## src/rtl/input_pkg.sv

```systemverilog
// Shared constants for the arcade input mapper: PS/2 scan codes, joystick word
// bit positions and the SOCD cleaning mode.
package input_pkg;

   // Keys whose scan code is only valid with the E0 prefix
   localparam logic [7:0] SC_UP    = 8'h75;
   localparam logic [7:0] SC_DOWN  = 8'h72;
   localparam logic [7:0] SC_LEFT  = 8'h6B;
   localparam logic [7:0] SC_RIGHT = 8'h74;

   localparam logic [7:0] SC_CTRL  = 8'h14;
   localparam logic [7:0] SC_ALT   = 8'h11;
   localparam logic [7:0] SC_SPACE = 8'h29;
   localparam logic [7:0] SC_1     = 8'h16;
   localparam logic [7:0] SC_5     = 8'h2E;
   localparam logic [7:0] SC_P     = 8'h4D;
   localparam logic [7:0] SC_R     = 8'h2D;
   localparam logic [7:0] SC_F     = 8'h2B;
   localparam logic [7:0] SC_D     = 8'h23;
   localparam logic [7:0] SC_G     = 8'h34;
   localparam logic [7:0] SC_A     = 8'h1C;
   localparam logic [7:0] SC_S     = 8'h1B;
   localparam logic [7:0] SC_Q     = 8'h15;
   localparam logic [7:0] SC_2     = 8'h1E;
   localparam logic [7:0] SC_6     = 8'h36;
   localparam logic [7:0] SC_9     = 8'h46;
   localparam logic [7:0] SC_0     = 8'h45;

   localparam int KEY_PLAYERS = 2;
   localparam int KEY_BUTTONS = 3;

   localparam int JOY_R = 0;
   localparam int JOY_L = 1;
   localparam int JOY_D = 2;
   localparam int JOY_U = 3;

   function automatic int joy_btn(input int i);
      return 4 + i;
   endfunction

   function automatic int joy_start(input int nb);
      return 4 + nb;
   endfunction

   function automatic int joy_coin(input int nb);
      return 5 + nb;
   endfunction

   function automatic int joy_pause(input int nb);
      return 6 + nb;
   endfunction

   function automatic int joy_width(input int nb);
      return nb + 7;
   endfunction

   typedef enum logic {
      SOCD_PASS    = 1'b0,
      SOCD_NEUTRAL = 1'b1
   } socd_mode_e;

   typedef struct packed {
      logic                   up;
      logic                   down;
      logic                   left;
      logic                   right;
      logic [KEY_BUTTONS-1:0] btn;
      logic                   start;
      logic                   coin;
      logic                   pause;
   } key_state_t;

endpackage

```

## src/rtl/input_channel.sv

```systemverilog
// One player's output stage: SOCD cleaning, autofire gating, coin pulse
// stretching and pause latch, all registered from the merged raw word.
module input_channel
   import input_pkg::*;
#(
   parameter int  NUM_BUTTONS       = 3,
   parameter int  SOCD_MODE         = 1,
   parameter int  COIN_PULSE_CYCLES = 4000000,
   localparam int JW                = joy_width(NUM_BUTTONS)
)(
   input  logic                   clk_sys,
   input  logic                   reset_n,
   input  logic [JW-1:0]          raw,
   input  logic [NUM_BUTTONS-1:0] autofire_mask,
   input  logic                   af_phase,
   output logic [3:0]             dir,
   output logic [NUM_BUTTONS-1:0] buttons,
   output logic                   start,
   output logic                   coin,
   output logic                   pause
);

   localparam socd_mode_e MODE   = (SOCD_MODE != 0) ? SOCD_NEUTRAL : SOCD_PASS;
   localparam int         CW     = $clog2(COIN_PULSE_CYCLES + 1);
   localparam int         JOY_B0 = joy_btn(0);
   localparam int         JOY_ST = joy_start(NUM_BUTTONS);
   localparam int         JOY_CN = joy_coin(NUM_BUTTONS);
   localparam int         JOY_PS = joy_pause(NUM_BUTTONS);

   logic                   up, down, left, right;
   logic [NUM_BUTTONS-1:0] btn_gated;
   logic                   coin_prev, pause_prev, pause_q;
   logic                   coin_rise, pause_rise;
   logic [CW-1:0]          coin_cnt;

   // Opposing directions cancel per axis; the two axes never affect each other
   always_comb begin
      up    = raw[JOY_U];
      down  = raw[JOY_D];
      left  = raw[JOY_L];
      right = raw[JOY_R];
      if (MODE == SOCD_NEUTRAL) begin
         if (up && down) begin
            up   = 1'b0;
            down = 1'b0;
         end
         if (left && right) begin
            left  = 1'b0;
            right = 1'b0;
         end
      end
   end

   assign btn_gated  = raw[JOY_B0 +: NUM_BUTTONS] & (~autofire_mask | {NUM_BUTTONS{af_phase}});
   assign coin_rise  = raw[JOY_CN] & ~coin_prev;
   assign pause_rise = raw[JOY_PS] & ~pause_prev;

   // NOTE: sequential state uses non-blocking assignments so every register samples pre-edge values.
   always_ff @(posedge clk_sys or negedge reset_n) begin
      if (!reset_n) begin
         dir        <= '0;
         buttons    <= '0;
         start      <= 1'b0;
         coin_prev  <= 1'b0;
         pause_prev <= 1'b0;
         pause_q    <= 1'b0;
         coin_cnt   <= '0;
      end else begin
         dir        <= {up, down, left, right};
         buttons    <= btn_gated;
         start      <= raw[JOY_ST];
         coin_prev  <= raw[JOY_CN];
         pause_prev <= raw[JOY_PS];
         if (pause_rise) pause_q <= ~pause_q;
         // Edges arriving during a pulse are dropped rather than queued
         if (coin_cnt != '0)  coin_cnt <= coin_cnt - CW'(1);
         else if (coin_rise)  coin_cnt <= CW'(COIN_PULSE_CYCLES);
      end
   end

   assign coin  = (coin_cnt != '0);
   assign pause = pause_q;

endmodule

```

## src/rtl/input_mapper.sv

```systemverilog
// Arcade input mapper: decodes ps2_key events, ORs them with joystick words and
// drives per-player channels sharing one autofire divider.
module input_mapper
   import input_pkg::*;
#(
   parameter int  NUM_PLAYERS       = 2,
   parameter int  NUM_BUTTONS       = 3,
   parameter int  SOCD_MODE         = 1,
   parameter int  AUTOFIRE_DIV      = 800000,
   parameter int  COIN_PULSE_CYCLES = 4000000,
   localparam int JW                = joy_width(NUM_BUTTONS)
)(
   input  logic                               clk_sys,
   input  logic                               reset_n,
   input  logic [10:0]                        ps2_key,
   input  logic [NUM_PLAYERS*JW-1:0]          joystick,
   input  logic [NUM_PLAYERS*NUM_BUTTONS-1:0] autofire_mask,
   output logic [NUM_PLAYERS*4-1:0]           p_dir,
   output logic [NUM_PLAYERS*NUM_BUTTONS-1:0] p_buttons,
   output logic [NUM_PLAYERS-1:0]             p_start,
   output logic [NUM_PLAYERS-1:0]             p_coin,
   output logic [NUM_PLAYERS-1:0]             p_pause,
   output logic [1:0]                         service
);

   localparam int AFW = $clog2(AUTOFIRE_DIV);
   localparam int KB  = (NUM_BUTTONS < KEY_BUTTONS) ? NUM_BUTTONS : KEY_BUTTONS;

   logic                              old_toggle, primed, ps2_event;
   logic                              ps2_pressed, ps2_ext;
   logic [7:0]                        ps2_code;
   key_state_t [KEY_PLAYERS-1:0]      key_q, key_d;
   logic [1:0]                        service_q, service_d;
   logic [AFW-1:0]                    af_cnt;
   logic                              af_phase;

   assign ps2_pressed = ps2_key[9];
   assign ps2_ext     = ps2_key[8];
   assign ps2_code    = ps2_key[7:0];
   // primed masks the first cycle so a toggle already high at reset release is not an event
   assign ps2_event   = primed && (ps2_key[10] != old_toggle);

   always_comb begin
      // NOTE: defaults first so every path assigns key_d/service_d and no latch is inferred.
      key_d     = key_q;
      service_d = service_q;
      if (ps2_event) begin
         case (ps2_code)
            SC_UP:    if (ps2_ext) key_d[0].up    = ps2_pressed;
            SC_DOWN:  if (ps2_ext) key_d[0].down  = ps2_pressed;
            SC_LEFT:  if (ps2_ext) key_d[0].left  = ps2_pressed;
            SC_RIGHT: if (ps2_ext) key_d[0].right = ps2_pressed;
            SC_CTRL:  key_d[0].btn[0] = ps2_pressed;
            SC_ALT:   key_d[0].btn[1] = ps2_pressed;
            SC_SPACE: key_d[0].btn[2] = ps2_pressed;
            SC_1:     key_d[0].start  = ps2_pressed;
            SC_5:     key_d[0].coin   = ps2_pressed;
            SC_P:     key_d[0].pause  = ps2_pressed;
            SC_R:     key_d[1].up     = ps2_pressed;
            SC_F:     key_d[1].down   = ps2_pressed;
            SC_D:     key_d[1].left   = ps2_pressed;
            SC_G:     key_d[1].right  = ps2_pressed;
            SC_A:     key_d[1].btn[0] = ps2_pressed;
            SC_S:     key_d[1].btn[1] = ps2_pressed;
            SC_Q:     key_d[1].btn[2] = ps2_pressed;
            SC_2:     key_d[1].start  = ps2_pressed;
            SC_6:     key_d[1].coin   = ps2_pressed;
            SC_9:     service_d[0]    = ps2_pressed;
            SC_0:     service_d[1]    = ps2_pressed;
            default:  ;
         endcase
      end
   end

   always_ff @(posedge clk_sys or negedge reset_n) begin
      if (!reset_n) begin
         old_toggle <= 1'b0;
         primed     <= 1'b0;
         key_q      <= '0;
         service_q  <= '0;
         service    <= '0;
      end else begin
         old_toggle <= ps2_key[10];
         primed     <= 1'b1;
         key_q      <= key_d;
         service_q  <= service_d;
         service    <= service_q;
      end
   end

   // Shared autofire divider; phase starts high so a freshly pressed button fires at once
   always_ff @(posedge clk_sys or negedge reset_n) begin
      if (!reset_n) begin
         af_cnt   <= '0;
         af_phase <= 1'b1;
      end else if (af_cnt == AFW'(AUTOFIRE_DIV - 1)) begin
         af_cnt   <= '0;
         af_phase <= ~af_phase;
      end else begin
         af_cnt   <= af_cnt + AFW'(1);
      end
   end

   for (genvar p = 0; p < NUM_PLAYERS; p++) begin : g_player
      logic [JW-1:0] key_word;
      logic [JW-1:0] raw;

      if (p < KEY_PLAYERS) begin : g_keys
         always_comb begin
            key_word                         = '0;
            key_word[JOY_U]                  = key_q[p].up;
            key_word[JOY_D]                  = key_q[p].down;
            key_word[JOY_L]                  = key_q[p].left;
            key_word[JOY_R]                  = key_q[p].right;
            for (int b = 0; b < KB; b++)
               key_word[joy_btn(b)]          = key_q[p].btn[b];
            key_word[joy_start(NUM_BUTTONS)] = key_q[p].start;
            key_word[joy_coin(NUM_BUTTONS)]  = key_q[p].coin;
            key_word[joy_pause(NUM_BUTTONS)] = key_q[p].pause;
         end
      end else begin : g_no_keys
         assign key_word = '0;
      end

      assign raw = key_word | joystick[p*JW +: JW];

      input_channel #(
         .NUM_BUTTONS       (NUM_BUTTONS),
         .SOCD_MODE         (SOCD_MODE),
         .COIN_PULSE_CYCLES (COIN_PULSE_CYCLES)
      ) u_channel (
         .clk_sys       (clk_sys),
         .reset_n       (reset_n),
         .raw           (raw),
         .autofire_mask (autofire_mask[p*NUM_BUTTONS +: NUM_BUTTONS]),
         .af_phase      (af_phase),
         .dir           (p_dir[p*4 +: 4]),
         .buttons       (p_buttons[p*NUM_BUTTONS +: NUM_BUTTONS]),
         .start         (p_start[p]),
         .coin          (p_coin[p]),
         .pause         (p_pause[p])
      );
   end

endmodule

```

## config.mk

```make
export PLATFORM = sky130hd
export DESIGN_NAME = input_mapper
export DESIGN_NICKNAME = d
export VERILOG_FILES = /design/src/rtl/input_pkg.sv /design/src/rtl/input_channel.sv /design/src/rtl/input_mapper.sv
export SDC_FILE = /design/constraint.sdc
export NUM_CORES = 1
export LEC_CHECK = 0
export CAP_MARGIN = 30
export CORE_ASPECT_RATIO = 1.25
export CORE_UTILIZATION = 40
export CTS_CLUSTER_SIZE = 16
export DETAILED_ROUTE_END_ITERATION = 6
export PLACE_DENSITY = 0.7
export SYNTH_ARGS = -nofsm -noshare
export SYNTH_HDL_FRONTEND = slang
export SYNTH_HIERARCHICAL = 1
export SYNTH_SLANG_ARGS = --single-unit
export TNS_END_PERCENT = 1
```

## constraint.sdc

```tcl
create_clock -name clk_sys -period 2.2 [get_ports clk_sys]
set_input_delay 0.33 -clock clk_sys [delete_from_list [all_inputs] [get_ports clk_sys]]
set_output_delay 0.33 -clock clk_sys [all_outputs]
set_load 0.01 [all_outputs]
```

==> metrics <==
Req. time, crit path=1.87 ns; pre-CTS setup slack=0.0336 ns; area of the multi-input gates=2600 µm²; Register Area=2810 µm²; synth warn=6; critical path type=register to output pin; internal power=3.13 mW; Die W=106 µm; largest net degree at the start of global routing=49; Layout Skew=0.00699 ns; design area=6920 µm²; endpoints failing setup=0; DRC viols=0; pwr/cell area=600 nW/µm²; hold_ws=-0.00280 ns; clock sink count=112; number of port buffers=60; Clock Power Share=0.379; post-synthesis cell count=487; fmax=0.466 GHz; Layout Cells excl Fill=770; outcome=complete, but fails checks; CTS Buf Count=9; global route total overflow=0; CTS tree=done; nets@finish=638; r2r worst-path depth=5; worst slew pin tran=0.642 ns; failing checks=negative hold slack; hold violation total from the final report=6; Async S/R FF share, synth=1.00; first-pass GRT wire length=21.1 mm; FF+latch count, synth=112; Synth top area share=0.511; Setup WS post-layout=0.0518 ns; synth top area cells=dfrtp_1, mux2_1, xnor2_1, xor2_1, nor3_1; RSZ-0062 raised after global routing=true; combinational power share=0.094; crit path max-delay cell type=dfrtp_1; Leak Pwr=2.94 nW; number of global-route vias before repair=4372; initial antenna violation count=0; die area=14100 µm²; period utilization=0.976; maximum VDD drop=0.427 mV; critical path arrival=1.82 ns; Synth Cell Area=5440 µm²; Worst R2R Setup Slack=0.11 ns; Post-synth EDFFs=0; area leader, netlist=dfrtp_1; Flop pwr share=0.527; half-perimeter wire length after placement=8.84 mm; n_diodes=0; Total Power=4.15 mW; Psw=1.02 mW; Via density=5.46; crit-path max cell delay=0.42 ns; Worst-Skew Late Latency=0.36 ns; overall routing resource usage=0.190; Synth Area per Inst=11.2 µm²; Post-Syn Nets=531; initial core utilization=0.411; core area=13200 µm²; Unique masters post-synth=58; max-cap check violation count=0; Post-Route WL=12.3 mm; area delta synth->final=27.2%; Worst slew margin=0.561; layout cells sized above 1=0.210; hold crit path type=primary input to async pin; RR Endpoint=g_player[1].u_channel/coin_cnt[7]; switching part of the total=0.247; gpl congestion=0.915; crit end category=output pin; Post-DRT Antenna Nets=0; DIE HEIGHT=132 µm; Final Max Slew Viols=0; clk buf depth=2; via count=4207; placed cell areas=6510 µm²; 1st-iter DRT viols=253; sequential cell area fraction in the yosys report=0.516; Top FF cell, synth=dfrtp_1; Critical Path Start Type=register; DRT Pass-1 Iters=4; Fillers=1177; clock transition time at the flip-flop clock pins of the worst setup and hold paths=0.08 ns; # IOs=61; Inst Count DP=747; CTS Root Cell=clkbuf_16; H-Tree Depth=3; drt wl/cell=16.0 µm; launch point of the worst reg-to-reg path=g_player[1].u_channel/coin_cnt[16]; Rows=47; critical-path cell list=inv_2 -> ha_2 -> nor3b_4 -> nand3_2 -> nor2_2 -> inv_1 -> clkdlybuf4s15_1; Crit Path Max Fanout=4; Final min period=2.15 ns
worst max-delay path, delay by kind of cell (launching register included):
| family | cells | cell delay [ns] |
|---|---|---|
| and+or+nand+nor | 3 | 0.49 |
| DFF | 1 | 0.42 |
| buffers and inverters | 3 | 0.38 |
| adders and majority gates | 1 | 0.17 |
state kept, by name, summed over array words and instances, names as in the netlist:
name,count
g_player.u_channel/coin_cnt,44
af_cnt,20
g_player.key_word,19
g_player.u_channel/dir,8
g_player.u_channel/buttons,6
g_player.u_channel/coin_prev,2
g_player.u_channel/pause,2
g_player.u_channel/pause_prev,2
g_player.u_channel/start,2
service,2
service_q,2
af_phase,1
old_toggle,1
primed,1
power groups by stage:
stage	Sequential (mW)	Clock [mW]	Combinational (mW)
detailed placement	2.23	0	0.394
floorplan	2.23	0	0.132
finish	2.19	1.57	0.392
CTS	2.19	1.61	0.397
global placement	2.22	0	0.387
global route	2.20	1.70	0.430
cells by family (layout without fill, tap and decap cells):
kind of cell,Yosys count,after routing,synth area share
xor gates and xnor gates,37,37,0.0610
other,1,1,0.000690
and+or+nand+nor,206,206,0.238
AOI/OAI and AO/OA,73,73,0.0919
muxes,29,29,0.0619
buffers and inverters,24,136,0.0189
adders and majority gates,5,5,0.0115
DFF,112,112,0.516
layer usage:
metal,part of all wire,vias to the layer above,track usage
met4,0.033,0,0.0841
met5,0,-,0
met1,0.43,2085,0.237
met2,0.50,98,0.309
met3,0.035,27,0.0475
li1,-,1997,-
cell type report:
cell class | count | area share
repair buffers | 107 | 0.140
flip-flops and latches | 112 | 0.406
clock buffers | 9 | 0.0326
clock inverters | 7 | 0.00778
multi-input cells | 351 | 0.376
inverters | 13 | 0.00706
well taps | 171 | 0.0309
timing repair:
item,CTS,global route
hold buffers,0,0
hold endpoints to repair,0,0
buffers inserted,1,6
setup endpoints to repair,2,4
resized for setup,11,10
pin swaps,2,5
how the worst max path moves through the flow:
stage	endpoint	from	depth (start not counted)	slack (ns)
6_report	p_coin[1]	g_player[1].u_channel/coin_cnt[1]	7	0.05
5_1_grt	g_player[1].u_channel/coin_cnt[11]	g_player[1].u_channel/coin_cnt[16]	5	-0.03
3_3_place_gp	g_player[0].key_word[6]	ps2_key[5]	5	0.08
2_1_floorplan	g_player[0].u_channel/coin_cnt[0]	g_player[0].u_channel/coin_cnt[0]	7	0.33
4_1_cts	p_coin[0]	g_player[0].u_channel/coin_cnt[5]	5	-0.17
3_5_place_dp	g_player[0].key_word[7]	ps2_key[5]	5	0.03
cell usage in the layout, fill, tap and decap left out, types with 8 or more instances in the layout:
master	count
dfrtp_1	109
clkdlybuf4s50_1	57
buf_4	47
nor2_1	29
nor3_1	24
nand2_1	20
xnor2_1	20
or2_2	20
o21ai_0	16
xor2_1	16
mux2_1	16
nand3_1	14
nor2b_1	14
inv_1	11
or3_1	10
nand4_1	9
clkbuf_16	9
a21oi_1	8
nand2b_1	8
nor4_1	8
per-stage QoR:
| stage | utilization | TNS, ns |
|---|---|---|
| 2_1_floorplan | - | 0 |
| 3_3_place_gp | 0.492 | 0 |
| 3_5_place_dp | 0.492 | 0 |
| 4_1_cts | 0.517 | -0.169 |
| 5_1_grt | 0.523 | -0.0628 |
| 6_report | 0.523 | 0 |
cell usage after synthesis (5+ instances only):
cell type  number
o21ai_0        16
nand2b_1        8
o211ai_1        6
a22o_1          5
o31ai_1         6
a21boi_0        6
nor4_1         12
a211oi_1        6
or3_1          10
nor2b_1        14
nand4_1         9
or2_2          20
nor2_1         31
inv_1          13
mux2_2          5
mux2_1         16
dfrtp_1       111
nor3_1         25
xnor2_1        20
nand2_1        20
nand3_1        16
a31oi_1         6
buf_2           6
ha_1            5
xor2_1         16
a21oi_1         8
Note: power is estimated with default switching activity, not from simulation.
